### src/rtl/fifo_param.sv
// fifo_param: parametrised single-clock show-ahead FIFO with thresholds and sticky error flags
module fifo_param #(
  parameter int DATA_W = 8,
  parameter int DEPTH = 16,
  parameter int OVERWRITE = 0,
  parameter int AF_LEVEL = DEPTH - 2,
  parameter int AE_LEVEL = 2,
  localparam int AW = (DEPTH > 2) ? $clog2(DEPTH) : 1,
  localparam int CW = $clog2(DEPTH + 1)
) (
  input  logic              clk,
  input  logic              rst_n,
  input  logic              wen,
  input  logic              ren,
  input  logic              lock,
  input  logic              clr_err,
  input  logic [DATA_W-1:0] wdata,
  output logic [DATA_W-1:0] rdata,
  output logic [CW-1:0]     count,
  output logic              full,
  output logic              empty,
  output logic              almost_full,
  output logic              almost_empty,
  output logic              overflow,
  output logic              underflow
);
  logic [DATA_W-1:0] mem [DEPTH];
  logic [AW-1:0] wptr, rptr;
  logic rd_ok, wr_ok, inc, dec;
  function automatic logic [AW-1:0] nxt(input logic [AW-1:0] p);
    return (p == AW'(DEPTH - 1)) ? '0 : p + 1'b1;
  endfunction
  always_comb begin
    full = count == CW'(DEPTH);
    empty = count == '0;
    almost_full = int'(count) >= AF_LEVEL;
    almost_empty = int'(count) <= AE_LEVEL;
    rd_ok = ren && !lock && !empty;
    wr_ok = wen && (!full || rd_ok || OVERWRITE != 0);
    inc = wr_ok && !rd_ok && !full;
    dec = rd_ok && !wr_ok;
    rdata = (!empty && !lock) ? mem[rptr] : '0;
  end
  always_ff @(posedge clk)
    if (rst_n && wr_ok) mem[wptr] <= wdata;
  always_ff @(posedge clk)
    if (!rst_n) begin
      wptr <= '0;
      rptr <= '0;
      count <= '0;
      overflow <= 1'b0;
      underflow <= 1'b0;
    end else begin
      if (wr_ok) wptr <= nxt(wptr);
      if (rd_ok || (wr_ok && full)) rptr <= nxt(rptr);
      count <= inc ? count + 1'b1 : dec ? count - 1'b1 : count;
      overflow <= (wen && full && !rd_ok) || (overflow && !clr_err);
      underflow <= (ren && !lock && empty) || (underflow && !clr_err);
    end
endmodule

### config.mk
export PLATFORM = sky130hd
export DESIGN_NAME = fifo_param
export DESIGN_NICKNAME = d
export VERILOG_FILES = /design/src/rtl/fifo_param.sv
export SDC_FILE = /design/constraint.sdc
export NUM_CORES = 1
export LEC_CHECK = 0
export ABC_AREA = 1
export CORE_AREA = 2 2 149 151
export DETAILED_ROUTE_END_ITERATION = 10
export DIE_AREA = 0 0 151 153
export PLACE_DENSITY = 0.47
export SLEW_MARGIN = 25
export SYNTH_ARGS = -nofsm -noshare
export SYNTH_HDL_FRONTEND = slang
export SYNTH_SLANG_ARGS = --single-unit
### constraint.sdc
create_clock -name clk -period 3.7 [get_ports clk]
set_input_delay 0.555 -clock clk [delete_from_list [all_inputs] [get_ports clk]]
set_output_delay 0.555 -clock clk [all_outputs]
set_load 0.01 [all_outputs]
* Word-level counts from Yosys, hierarchy flattened
Memory sizes are Yosys's and may differ from the RTL's. A register that Yosys moved wholly into a read port is not among the register bits. Cells that the tools add are included.
Operators by class: add/sub/neg operators 4, order comparisons 2, equal/unequal tests 3, mux-type cells 9, reduce and logical (&&, ||, !) cells 26
Operator list (number):
- $mux W4 | 4
- $logic_and A1 B1 Y1 | 14
- $mux W5 | 2
- $add A4 B1 Y4 const B | 2
- $eq A4 B4 Y1 const B | 2
- $mux W8 | 1
- $logic_not A1 Y1 | 6
- $add A5 B1 Y5 const B | 1
- $eq A5 B5 Y1 const B | 1
- $ge A5 B4 Y1 const B | 1
- $le A5 B2 Y1 const B | 1
- $logic_not A5 Y1 | 1
- $sub A5 B1 Y5 const B | 1
- $logic_or A1 B1 Y1 | 4
- $mux W1 | 2
- $reduce_bool A2 Y1 | 1
Word-level totals: bits in registers 15, bits in writable memories 128, word-level logic and storage cells 50, memories 1
Memories:
- mem | depth 16, width 8, rd ports 1, clocked after memory_dff 1, wr ports 1, RTL line 27 | logic [DATA_W-1:0] mem [DEPTH];

* Depth between registers and ports, before layout
Gate-level depths: netlist of run 1.
word-level depth 9, depth in mapped cells 15, gate-level depth less buffers 15

* Least setup slack after synthesis of run 1
OpenSTA, ideal clock, no wires.
path kind input to register, start in ren, end mem mem[11][0] (enable), setup time 0.383 ns, arrival 1.682 ns, required time 3.317 ns, path slack 1.634 ns, stages on the path 6, path through inv_1 nor2_2 nor2_2 nor2_2 nand2_1 nor3_1
Between the ends: longest elaborated chain between the ends 7
Ends and longest elaborated chain:
- start, declared | RTL line 14 | input logic ren,
- $logic_and A1 B1 Y1 (2 in series) | RTL line 38 | rd_ok = ren && !lock && !empty;
- $logic_or A1 B1 Y1 | RTL line 39 | wr_ok = wen && (!full || rd_ok || OVERWRITE != 0);
- $logic_and A1 B1 Y1 | RTL line 39
- $logic_and A1 B1 Y1 | RTL line 45 | if (rst_n && wr_ok) mem[wptr] <= wdata;
- $mux W1 | RTL line 45
- $mux W1 (not written as such) | RTL line 45
- end, declared | RTL line 27
Every way passes these cells.

==> results.cfg, run 1 <==
[worst_setup_path]
path_class = reg2out
startpoint_type = flip-flop
worstPathRequired_ns = 3.14
cp-end-kind = output port
worst-path-max-fanout = 84
arrival_ns = 2.72

[power_and_ir_drop]
switching_power_w = 0.00127
ir_drop_uv = 299
swShare_pct = 28.3
clkPwrFrac_pct = 37.3
internal_power_w = 0.00321
power.total_w = 0.00448
power_frac_seq_pct = 44.3
p_comb_share_pct = 18.4
p_leak_nw = 2.65
p_per_area_nw_per_um2 = 595

[placed_design]
gp_congestion = 0.869
io_buffers = 32
post-dp-hpwl_um = 9540
place_ws_ns = 0.639
dp.cells = 853

[min_path]
worstHoldPathType = reg2reg

[drt]
via_per_inst = 4.53
avgRoutedWirePerCell_um = 16.1
via_count = 4006
drt-initial-drc-count = 273
postRouteWirelength_um = 14200
postRouteAntennaNets = 0
dr.pass1.iters = 4
drc = 0

[sta]
hold_viol = 0
rsz0062_at_grt = false
worst_slack_ns = 0.426
fin_crit_ns = 3.27
fmax_mhz = 305
setup_viol = 0
slew_viol_final = 0
setup-tns-final_ns = 0
worst_pin_slew_ns = 0.965
skew_ns = 0.0138
period_share_pct = 88.5
relSlewSlack_pct = 35.6

[clocking]
ctsHoldBuffers = 0
clk_pin_slew_worst_paths_ns = 0.06
cts_root_buffer = clkbuf_16
cts_setup_buffers = 0
htreeDepth = 4
cts_tree = done
clk_latency_ns = 0.42
cts_buffers = 17
clockBufferDepth = 2
cts_resized = 0
clkSinkCount = 147

[synthesis]
synth_common_cells = edfxtp_1 (128), inv_1 (81), nand2_1 (71)
syn_area_per_cell_um2 = 11.3
synth-seq-cells = 147
ys_top_cells_by_area = edfxtp_1 (61%), dfxtp_1 (6.0%), inv_1 (4.8%)
syn_area_um2 = 6350
synth_cell_types = 31
synth_top_area_share_pct = 60.5
yosys.area.top_type = edfxtp_1
synth.most_common_cell = edfxtp_1
ys.flop_type = edfxtp_1
async_reset_ff_share_pct = 0
synth_fp_nets = 583
ys_seq_area_share_pct = 66.5
synth_edf_count = 128
synthCells = 560
yosys_warnings = 0

[global_route]
grt_pass1_wl_um = 22100
globalRouteOverflowTotal = 0
antenna_found_initial = 0
grt_util_all_layers_pct = 12.9
grt_pass1_vias = 3973
grt_max_degree = 85

[cells_and_area]
nets = 615
final_cells = 885
n_antenna_cell = 0
syn_to_final_growth_pct = 18.4
fillers = 2164
drive_gt1_share_pct = 10.7
final_core_util_pct = 35.0

[floorplanning]
start_util_pct = 29.6
pin_count = 33
coreArea_um2 = 21500
die_y_um = 153
dieArea_um2 = 23100
rows = 54
die_w_um = 151

[outcome]
outcome = finished, final reports clean

[flow_run]
maxCapViolCount = 0
-- path summary, 6_finish.rpt --
path / startpoint / end / slack [ns] / depth (start not counted)
min: underflow / underflow / 0.47 / 2
max reg2reg: count[0] / count[4] / 1.50 / 13
max: flip-flop / rdata[2] / 0.43 / 6
min reg2reg: underflow / underflow / 0.47 / 2
-- power groups by stage --
stage | clock network [W] | logic, W | registers (W)
floorplan | 0 | 0.000595 | 0.00194
global placement | 0 | 0.000819 | 0.00202
detailed placement | 0 | 0.000828 | 0.00202
CTS | 0.00171 | 0.000833 | 0.00199
global route | 0.00178 | 0.000913 | 0.00201
finish | 0.00167 | 0.000822 | 0.00199
-- cell families after synthesis --
logic type / after synthesis / synth area share (%)
adders and majority gates: 9 / 1.89
and+or+nand+nor: 175 / 12.4
buffers and inverters: 112 / 7.52
DFF: 147 / 66.5
AOI/OAI and AO/OA: 113 / 11.1
xor gates and xnor gates: 4 / 0.551
-- layer usage --
| layer | global-route usage, % | vias to the layer above | part of all wire (%) |
|---|---|---|---|
| li1 | - | 2006 | - |
| met1 | 17.8 | 1914 | 48 |
| met2 | 19.8 | 78 | 45 |
| met3 | 3.64 | 8 | 5.3 |
| met4 | 4.05 | 0 | 0.97 |
| met5 | 0 | - | 0 |
-- worst max-delay path, stage by stage, from the launching register on --
cell	delay [ns]
dfxtp_4	0.86
buf_12	0.28
o21ai_0	0.16
nand3_1	0.13
nand3_1	0.11
a21oi_2	0.14
clkdlybuf4s50_1	0.57
-- per-stage QoR --
step | hold WS (ns) | instance area, um^2
4_1_cts | 0.472 | 7520
2_1_floorplan | 0.447 | 6350
6_report | 0.466 | 7520
3_5_place_dp | 0.462 | 6940
5_1_grt | 0.506 | 7520
3_3_place_gp | 0.472 | 6940
-- layout by cell type (no fill, tap or decap), types with 2 or more instances in the layout --
cell type and count:
edfxtp_1 128, inv_1 81, nand2_1 71, nand3_1 58
o211ai_1 40, a21oi_1 34, clkdlybuf4s50_1 32, nor2_1 30
o21ai_0 24, dfxtp_1 17, clkbuf_16 17, a21oi_2 8
ha_1 8, clkinv_4 6, buf_4 6, nor2_2 5
inv_2 4, o21ai_1 4, xor2_1 4, nor3_1 3
nand3_2 2, nand2_4 2, clkinv_1 2, o21ai_2 2
inv_6 2, clkinv_2 2, clkinvlp_4 2, bufinv_16 2
-- state kept, by name, summed over array words and instances, names as in the netlist, named ones only --
name       count
underflow      1
rptr           4
mem          128
wptr           4
overflow       1
count          5
-- cell type report --
type	instances	area [um^2]	area share (%)
timing repair buffer	39	385	5.12
sequential	147	4230	56.2
inverter	86	323	4.29
clock inverter	15	159	2.11
clock buffer	17	425	5.66
multi-input combinational	301	1650	21.9
tap	280	350	4.66
No activity file was read; power rests on OpenSTA's default activity.
==> run 2, diff against run 1 <==
- ABC_AREA: 1 -> unset
- CORE_AREA: 2 2 149 151 -> 2 2 146 148
- DIE_AREA: 0 0 151 153 -> 0 0 148 150
==> run 2 against run 1 <==
Compared with the run above:
- combinational power is 0.9% lower
- non-clock buffer count is 16 higher
- worst setup slack better by 0.00077 ns
- flip-flop and latch count stayed put
- sequential power is 2% lower
- largest cell class unchanged
==> results.cfg, run 2 <==
[outcome]
outcome = finished, final reports clean

[cells_and_area]
n_antenna_cell = 0
largest_reg_flops = 128
nets = 417
layout_commonest_cell = edfxtp_1
top_regs = mem (128), count (5)
drive_gt1_share_pct = 23.1
final_core_util_pct = 36.0
mostFrequentLayoutCells = edfxtp_1 (128), clkdlybuf4s50_1 (32), mux4_2 (26), mux2i_1 (23), buf_4 (22)
syn_to_final_growth_pct = 21.9
final_cells = 682
regMostFlops = mem

[synthesis]
syn_area_per_cell_um2 = 18.0
synthCells = 339
yosys_warnings = 0
ys_top_cells_by_area = edfxtp_1 (63%), mux4_2 (9.6%), dfxtp_1 (6.2%)
yosys.area.top_type = edfxtp_1
synth-seq-cells = 147
async_reset_ff_share_pct = 0
synth_cell_types = 46
synth_edf_count = 128
syn_area_um2 = 6120
ys_seq_area_share_pct = 69.1
synth_top_area_share_pct = 62.8
synth_fp_nets = 362
synth.most_common_cell = edfxtp_1
ys.flop_type = edfxtp_1
synth_common_cells = edfxtp_1 (128), mux4_2 (26), mux2i_1 (23)

[global_route]
antenna_found_initial = 0
globalRouteOverflowTotal = 0
grt_pass1_wl_um = 19700
grt_pass1_vias = 3345
grt_max_degree = 25
grt_util_all_layers_pct = 12.1

[placed_design]
io_buffers = 32
dp.cells = 650
post-dp-hpwl_um = 8190
place_ws_ns = 0.646
gp_congestion = 0.823

[floorplanning]
start_util_pct = 29.6
die_w_um = 148
coreArea_um2 = 20700
die_y_um = 150
pin_count = 33
rows = 53
dieArea_um2 = 22200

[sta]
relSlewSlack_pct = 57.0
hold_viol = 0
fin_crit_ns = 3.27
slew_viol_final = 0
worst_pin_slew_ns = 0.645
fmax_mhz = 306
worst_slack_ns = 0.427
skew_ns = 0.0102
period_share_pct = 88.5
rsz0062_at_grt = false
setup_viol = 0
setup-tns-final_ns = 0

[power_and_ir_drop]
power.total_w = 0.00450
p_per_area_nw_per_um2 = 604
p_leak_nw = 2.40
ir_drop_uv = 316

[min_path]
hold_start = overflow
worstHoldPathCells = 2
worstHoldPathType = reg2reg
hold_end = overflow

[flow_run]
maxCapViolCount = 0

[drt]
drt-initial-drc-count = 171
drc = 0
dr.pass1.iters = 4
via_per_inst = 4.66
via_count = 3176
avgRoutedWirePerCell_um = 18.4
postRouteAntennaNets = 0
postRouteWirelength_um = 12500

[clocking]
cts_buffers = 17
clk_latency_ns = 0.42
cts_setup_buffers = 0
htreeDepth = 4
cts_tree = done
cts_root_buffer = clkbuf_16
clkSinkCount = 147
ctsHoldBuffers = 0
cts_resized = 0
clockBufferDepth = 2
clk_pin_slew_worst_paths_ns = 0.06

[worst_setup_path]
cp-end-kind = output port
slowest_delay_ns = 0.58
r2r_end = count[4]
arrival_ns = 2.72
worstPathRequired_ns = 3.14
path_class = reg2out
slowest_stage = dfxtp_2
ff2ff_path_depth = 8
crit_chain = buf_4 -> mux4_1 -> mux2i_1 -> o22ai_1 -> clkdlybuf4s50_1
reg2reg_setup_slack_ns = 1.28
startpoint_type = flip-flop
regToRegStartpoint = count[0]
worst-path-max-fanout = 11
==> run 2: cell count changes in the layout (fill, tap and decap cells not counted), sizes merged, moves of 9 or more <==
cell,before,now
inv,87,15
nand2,74,19
nand3,60,7
o211ai,40,0
a21oi,42,8
mux4,0,32
nor2,36,10
o21ai,30,4
mux2i,0,23
buf,7,23
o22ai,0,9
==> run 2: worst max-delay path by stage <==
stage	startpoint	endpoint	cells past startpoint
CTS	flip-flop	rdata[5]	5
global route	count[1]	rdata[2]	5
finish	flip-flop	rdata[5]	5
global placement	lock	rdata[2]	5
detailed placement	lock	rdata[2]	5
floorplan	wen	count[4]	8
==> run 2: worst max-delay path: cells and delay by family, from the launching register on <==
kind | cells | cell delay [ns]
compound gates | 1 | 0.12
buf+inv | 2 | 0.80
flops | 1 | 0.58
mux | 2 | 0.79
==> run 2: per-stage QoR <==
stage / hold slack [ns] / instance area (um^2)
after floorplan: 0.469 / 6120
after global placement: 0.464 / 6850
after detailed placement: 0.476 / 6850
after CTS: 0.488 / 7450
after global routing: 0.498 / 7450
final: 0.484 / 7450
==> run 2: per-layer routing <==
metal	up-vias	global-route usage, %	wire length (um)	share of wire [%]
li1	1472	-	-	-
met3	16	3.63	511	4.1
met1	1628	15.3	5690	45
met4	0	4.14	212	1.7
met5	-	0	0	0
met2	60	19.8	6100	49
==> run 2: kinds of logic (layout without fill, tap and decap cells) <==
family,Yosys count,count (layout),share of synthesized area (%)
buffers and inverters,23,91,2.21
adders and majority gates,9,9,1.96
DFF,147,147,69.1
muxes,55,55,15.9
xor gates and xnor gates,2,2,0.286
and+or+nand+nor,67,67,6.01
AOI/OAI and AO/OA,36,36,4.56
==> run 2: where the power goes <==
group	switching [W]	internal, W	leakage, nW
registers	0.000100	0.00185	1.31
clock network	0.000762	0.000975	0.297
logic	0.000382	0.000434	0.795
total	0.00124	0.00326	2.40
==> run 2: area by class of cell <==
type	count	area, um^2
fill	1987	13200
sequential	147	4230
multi-input combinational	169	1760
timing repair buffer	55	505
clock buffer	17	425
tap	275	344
clock inverter	15	181
inverter	4	15.0
